**src/rtl/mem_lsu.sv**
```systemverilog
`default_nettype none
// ============================================================================
//  Module      : mem_lsu
//  Description : RV32 memory-stage load/store unit. Accepts one instruction
//                per in_valid/in_ready handshake, issues data-memory requests
//                over a valid/ready channel, aligns and sign/zero-extends load
//                data, and registers the writeback fields for MEM/WB.
//  Ports       :
//    clk, rst                 clock, synchronous active-high reset
//    in_*                     EX/MEM instruction fields and handshake
//    dmem_req_*               data-memory request channel (valid/ready)
//    dmem_rsp_valid/rdata     load response (one pulse per load request)
//    out_*                    registered writeback fields; out_valid pulses
//    stall                    inverse of in_ready
//  Revision    : 1.0  initial release
// ============================================================================
module mem_lsu #(
    parameter int ADDR_W = 32,
    parameter int DATA_W = 32
) (
    input  logic              clk,
    input  logic              rst,
    // EX/MEM side
    input  logic              in_valid,
    output logic              in_ready,
    input  logic              in_is_load,
    input  logic              in_is_store,
    input  logic [2:0]        in_funct3,
    input  logic [ADDR_W-1:0] in_addr,
    input  logic [DATA_W-1:0] in_wdata,
    input  logic [DATA_W-1:0] in_alu_result,
    input  logic [4:0]        in_rd,
    input  logic              in_reg_we,
    // data-memory request
    output logic              dmem_req_valid,
    input  logic              dmem_req_ready,
    output logic              dmem_req_we,
    output logic [ADDR_W-1:0] dmem_req_addr,
    output logic [3:0]        dmem_req_be,
    output logic [DATA_W-1:0] dmem_req_wdata,
    // data-memory response
    input  logic              dmem_rsp_valid,
    input  logic [DATA_W-1:0] dmem_rsp_rdata,
    // MEM/WB side
    output logic              out_valid,
    output logic [4:0]        out_rd,
    output logic              out_reg_we,
    output logic [DATA_W-1:0] out_wdata,
    output logic              out_fault,
    output logic              stall
);

    // ------------------------------------------------------------------------
    // State encoding
    // ------------------------------------------------------------------------
    localparam logic [1:0] c_st_idle = 2'd0;
    localparam logic [1:0] c_st_req  = 2'd1;
    localparam logic [1:0] c_st_wait = 2'd2;

    logic [1:0]        r_state;

    // Fields kept for the duration of an outstanding access
    logic [2:0]        r_funct3;
    logic [1:0]        r_addr_lo;
    logic [4:0]        r_rd;
    logic              r_reg_we;

    // Combinational decode of the incoming instruction
    logic              w_accept;
    logic              w_is_mem;
    logic              w_f3_illegal;
    logic              w_misaligned;
    logic              w_fault;
    logic [3:0]        w_st_be;
    logic [DATA_W-1:0] w_st_wdata;

    // Load alignment
    logic [DATA_W-1:0] w_lane;
    logic [DATA_W-1:0] w_load_data;

    // The unit only takes new work when nothing is outstanding.
    assign in_ready = (r_state == c_st_idle);
    assign stall    = ~in_ready;
    assign w_accept = in_valid & in_ready;
    assign w_is_mem = in_is_load | in_is_store;

    // ------------------------------------------------------------------------
    // Fault detection: funct3 legality depends on direction; alignment is
    // judged from the size field funct3[1:0] (BU/HU share size with B/H).
    // ------------------------------------------------------------------------
    always_comb begin
        w_f3_illegal = 1'b0;
        if (in_is_load) begin
            w_f3_illegal = (in_funct3 == 3'd3) || (in_funct3 == 3'd6) ||
                           (in_funct3 == 3'd7);
        end else if (in_is_store) begin
            w_f3_illegal = (in_funct3 > 3'd2);
        end
    end

    always_comb begin
        w_misaligned = 1'b0;
        case (in_funct3[1:0])
            2'b01:   w_misaligned = in_addr[0];
            2'b10:   w_misaligned = (in_addr[1:0] != 2'b00);
            default: w_misaligned = 1'b0;
        endcase
    end

    assign w_fault = w_is_mem & (w_f3_illegal | w_misaligned);

    // ------------------------------------------------------------------------
    // Store lane placement: the data is replicated across the word so that
    // the byte enables alone select the destination lane.
    // ------------------------------------------------------------------------
    always_comb begin
        w_st_be    = 4'b1111;
        w_st_wdata = in_wdata;
        case (in_funct3[1:0])
            2'b00: begin
                w_st_be    = 4'b0001 << in_addr[1:0];
                w_st_wdata = {4{in_wdata[7:0]}};
            end
            2'b01: begin
                w_st_be    = in_addr[1] ? 4'b1100 : 4'b0011;
                w_st_wdata = {2{in_wdata[15:0]}};
            end
            default: begin
                w_st_be    = 4'b1111;
                w_st_wdata = in_wdata;
            end
        endcase
    end

    // ------------------------------------------------------------------------
    // Load alignment: shift the addressed byte/half down to bit 0, then
    // extend. funct3[2] set means unsigned (BU/HU).
    // ------------------------------------------------------------------------
    assign w_lane = dmem_rsp_rdata >> {r_addr_lo, 3'b000};

    always_comb begin
        w_load_data = w_lane;
        case (r_funct3[1:0])
            2'b00:   w_load_data = {{24{~r_funct3[2] & w_lane[7]}},  w_lane[7:0]};
            2'b01:   w_load_data = {{16{~r_funct3[2] & w_lane[15]}}, w_lane[15:0]};
            default: w_load_data = w_lane;
        endcase
    end

    // ------------------------------------------------------------------------
    // Control FSM and all registered outputs. out_valid is a one-cycle pulse;
    // the remaining out_* fields hold between pulses.
    // ------------------------------------------------------------------------
    always_ff @(posedge clk) begin
        if (rst) begin
            r_state        <= c_st_idle;
            r_funct3       <= 3'd0;
            r_addr_lo      <= 2'd0;
            r_rd           <= 5'd0;
            r_reg_we       <= 1'b0;
            dmem_req_valid <= 1'b0;
            dmem_req_we    <= 1'b0;
            dmem_req_addr  <= '0;
            dmem_req_be    <= 4'd0;
            dmem_req_wdata <= '0;
            out_valid      <= 1'b0;
            out_rd         <= 5'd0;
            out_reg_we     <= 1'b0;
            out_wdata      <= '0;
            out_fault      <= 1'b0;
        end else begin
            out_valid <= 1'b0;
            case (r_state)
                c_st_idle: begin
                    if (w_accept) begin
                        if (!w_is_mem) begin
                            // ALU result passes straight through.
                            out_valid  <= 1'b1;
                            out_rd     <= in_rd;
                            out_reg_we <= in_reg_we;
                            out_wdata  <= in_alu_result;
                            out_fault  <= 1'b0;
                        end else if (w_fault) begin
                            // Faulting access completes without touching memory.
                            out_valid  <= 1'b1;
                            out_rd     <= in_rd;
                            out_reg_we <= 1'b0;
                            out_wdata  <= '0;
                            out_fault  <= 1'b1;
                        end else begin
                            r_state        <= c_st_req;
                            r_funct3       <= in_funct3;
                            r_addr_lo      <= in_addr[1:0];
                            r_rd           <= in_rd;
                            r_reg_we       <= in_reg_we;
                            dmem_req_valid <= 1'b1;
                            dmem_req_we    <= in_is_store;
                            dmem_req_addr  <= {in_addr[ADDR_W-1:2], 2'b00};
                            dmem_req_be    <= in_is_store ? w_st_be : 4'b1111;
                            dmem_req_wdata <= in_is_store ? w_st_wdata : '0;
                        end
                    end
                end

                c_st_req: begin
                    // Request fields stay frozen until the memory takes them.
                    if (dmem_req_ready) begin
                        dmem_req_valid <= 1'b0;
                        if (dmem_req_we) begin
                            out_valid  <= 1'b1;
                            out_rd     <= r_rd;
                            out_reg_we <= 1'b0;
                            out_wdata  <= '0;
                            out_fault  <= 1'b0;
                            r_state    <= c_st_idle;
                        end else begin
                            r_state    <= c_st_wait;
                        end
                    end
                end

                c_st_wait: begin
                    if (dmem_rsp_valid) begin
                        out_valid  <= 1'b1;
                        out_rd     <= r_rd;
                        out_reg_we <= r_reg_we;
                        out_wdata  <= w_load_data;
                        out_fault  <= 1'b0;
                        r_state    <= c_st_idle;
                    end
                end

                default: begin
                    r_state <= c_st_idle;
                end
            endcase
        end
    end

endmodule
`default_nettype wire

```
**config.mk**
```make
export PLATFORM = sky130hd
export DESIGN_NAME = mem_lsu
export DESIGN_NICKNAME = d
export VERILOG_FILES = /design/src/rtl/mem_lsu.sv
export SDC_FILE = /design/constraint.sdc
export NUM_CORES = 1
export LEC_CHECK = 0
export BUFFER_PORTS_ARGS = -buffer_cell sky130_fd_sc_hd__buf_2
export CELL_PAD_IN_SITES_DETAIL_PLACEMENT = 1
export CELL_PAD_IN_SITES_GLOBAL_PLACEMENT = 2
export CORE_ASPECT_RATIO = 0.6
export CORE_MARGIN = 5
export CORE_UTILIZATION = 24
export DETAILED_ROUTE_END_ITERATION = 8
export PLACE_DENSITY = 0.74
export SYNTH_ARGS = -nofsm -noshare
export SYNTH_HDL_FRONTEND = slang
export SYNTH_SLANG_ARGS = --single-unit
```
**constraint.sdc**
```tcl
create_clock -name clk -period 1.8 [get_ports clk]
set_input_delay 0.18 -clock clk [delete_from_list [all_inputs] [get_ports clk]]
set_output_delay 0.18 -clock clk [all_outputs]
set_load 0.005 [all_outputs]
```
==> flow_summary.ini <==
[timing]
worst_pin_slew_ns = 0.8280
layout_setup_ws_ns = -0.1093
report.final.slew_viol_count = 0
max_freq_ghz = 0.5238
hold_ws_ns = 0.02864
rsz0062_at_grt = yes
hold_violations = 0
setup_viol = 93
slew_headroom_pct = 44.80
fin_crit_ns = 1.909
skew_ns = 0.007700
period_share_pct = 106.1
finalSetupTns_ns = -3.257

[logic_synthesis]
postSynthCellCount = 680
yosysSeqAreaShare_pct = 40.65
synth_top_cell_by_area = dfxtp_1
synthArstFlopShare_pct = 0
synth-edff-count = 0
synth_seq_cells = 121
synth_commonest_cells = 121 x dfxtp_1, 109 x a21oi_1, 64 x o21ai_0
syn_avg_cell_area_um2 = 8.764
synth_area_mm2 = 0.005959
yosysMostFrequentCell = dfxtp_1
yosys-top-cells-area = dfxtp_1 41%, a21oi_1 9.2%, mux2i_1 6.0%
synth_top_area_share_pct = 40.65
ys.flop_type = dfxtp_1
ys.warnings.count = 0
post_synth_num_cell_types = 51

[power]
total_leakage_power_uw = 0.003966
power_density_mw_per_mm2 = 910.9
comb_power_share_pct = 26.5
sequentialPowerShare_pct = 35.3
power.switching_uw = 2765
p_sw_share_pct = 32.01
vdd_drop_max_uv = 608.7
p_int_uw = 5875
p_clk_share_pct = 38.1

[setup_path]
crit_path_start = r_state[1]
cp-start-kind = flip-flop
crit_required_ns = 2.13
reg2reg_slack_ns = -0.11
worstPathArrival_ns = 2.23
r2r-start = r_state[1]
critical_path.endpoint = dmem_req_wdata[10]
cp_max_fo = 7
rr_worst_depth = 9
worstSetupEndpointType = flip-flop
worstSetupPathType = flip-flop to flip-flop
rr_endpoint = dmem_req_wdata[10]

[clock_network]
clkLatencyLatePin_ns = 0.44
clk_path_buf_depth = 2
clock-sinks = 121
cts_tree = built
cts_buffers = 17
clk_pin_slew_ns = 0.06
root_buffer = clkbuf_16
cts_max_level = 4

[status]
status = finished, violations left
failed_checks = negative setup slack

[floorplan]
fp.coreArea_mm2 = 0.02433
io_pins = 256
die_w_um = 213.4
initial_core_util_pct = 24.49
die_y_um = 132.1
die_area_mm2 = 0.02819
row_count = 44

[global_routing]
busiest_layer = met1
overflow = 0
met3_usage_pct = 5.779
grt_usage_pct = 19.21
grt_pass1_wl_um = 42770
use_met1_pct = 28.00
use_met2_pct = 27.78
grt_max_degree = 70
antenna_found_initial = 2
first_global_vias = 7213

[final_layout]
final_nets = 1159
drive_gt1_share_pct = 42.89
syn2layout_area_growth_pct = 59.16
fill_cells = 2877

[drt]
vias = 6788
routed_wl_um = 28670
ant_nets = 0
via_per_inst = 5.054
drt_iter0_markers = 345
drc = 0
drt_pass1_iterations = 4
wl_per_cell_um = 21.35

[worst_hold_path]
hold_depth = 3
min_path_type = input port to flip-flop

[placed_design]
gp_congestion = 0.8030
hpwl_um = 19340
io_buffers = 253

[run]
maxCapViolCount = 0
==> per-stage QoR <==
step	utilization (%)	area (um2)	power (uW)	cells	worst slack, ns
2_1_floorplan	-	6031	4052	681	-0.02632
5_1_grt	38.98	9485	9072	1343	-0.2228
3_5_place_dp	32.70	7958	4968	1248	-0.2956
3_3_place_gp	32.70	7958	4942	1248	-0.2259
6_report	38.98	9485	8640	1343	-0.1093
4_1_cts	37.72	9178	8529	1330	-0.05219
==> layout make-up <==
type                       instances  area (um2)  area share [%]
sequential                       121        2427           25.59
tap                              322       402.9           4.247
multi-input combinational        483        3472           36.60
antenna                            2       5.005         0.05276
clock inverter                    15       130.1           1.372
timing repair buffer             375        2585           27.25
clock buffer                      17       425.4           4.485
inverter                           8       37.54          0.3957
==> worst min-delay path by stage <==
stage / startpoint / to / slack, ns
2_1_floorplan: in_addr[10] / dmem_req_addr[10] / 0.33
3_3_place_gp: in_addr[2] / dmem_req_addr[2] / 0.44
3_5_place_dp: in_addr[14] / dmem_req_addr[14] / 0.44
4_1_cts: in_addr[7] / dmem_req_addr[7] / 0.001
5_1_grt: in_wdata[17] / dmem_req_wdata[17] / 0.02
6_report: in_wdata[22] / dmem_req_wdata[22] / 0.03
==> state kept, by name (all words and copies together) (netlist names) <==
name,count
dmem_req_addr,30
dmem_req_be,4
dmem_req_valid,1
dmem_req_wdata,32
dmem_req_we,1
out_fault,1
out_rd,5
out_reg_we,1
out_valid,1
out_wdata,32
r_addr_lo,2
r_funct3,3
r_rd,5
r_reg_we,1
r_state,2
==> power by group through the flow <==
stage	combinational [uW]	clock, uW	sequential [uW]
after floorplan	945	0	3110
after global placement	1840	0	3100
after detailed placement	1860	0	3100
after CTS	2090	3380	3050
after global routing	2490	3500	3080
final	2290	3290	3050
==> kinds of logic (layout without fill, tap and decap cells) <==
family	after synthesis	in the layout	synth area share (%)
buf+inv	80	415	6.466
fa+ha+maj	9	9	1.890
xor+xnor	1	1	0.1470
mux	36	36	6.047
simple gates	138	138	13.06
other cells	1	4	0.06293
flops	121	121	40.65
compound gates	294	297	31.68
==> critical path: stages, from the launching register on <==
cell and delay [ns]:
dfxtp_4 0.37, inv_4 0.07, ha_4 0.14, inv_4 0.05, nor4_4 0.23, a21boi_4 0.32
buf_12 0.15, buf_12 0.12, a21oi_4 0.10, a32o_1 0.24
==> cells in the final DEF (no fill, tap or decap), types with 4 or more instances in the layout <==
master	n
clkinv_2	4
dfxtp_1	119
buf_12	14
a21oi_1	109
a211oi_2	9
nand4_1	9
dlygate4sd3_1	39
clkbuf_16	21
nand2_1	11
nor2_1	18
nand3_2	14
a211oi_1	38
nor3_1	7
buf_6	6
mux2i_1	36
a32o_1	17
ha_1	6
a221oi_2	8
buf_4	57
o22ai_1	9
o21ai_1	18
nand2b_1	4
inv_1	5
o2bb2ai_2	8
or3_1	16
clkinvlp_4	6
o21ai_0	46
a21oi_4	4
nand3_1	33
a22oi_1	16
buf_2	252
==> per-layer routing <==
metal	vias to the layer above	part of all wire, %
met2	180	43
met5	-	0
met1	3338	49
met4	0	1.0
li1	3251	-
met3	19	6.2
==> repair_timing <==
| action | 4_1_cts | 5_1_grt |
|---|---|---|
| pin swaps | 22 | 28 |
| hold buffers | 39 | 0 |
| cloned | 4 | 7 |
| setup endpoints to repair | 109 | 119 |
| buffers inserted | 7 | 6 |
| gates resized for setup | 39 | 47 |
| endpoints found under the hold margin | 39 | 0 |
Power figures use the tool's default switching activity.
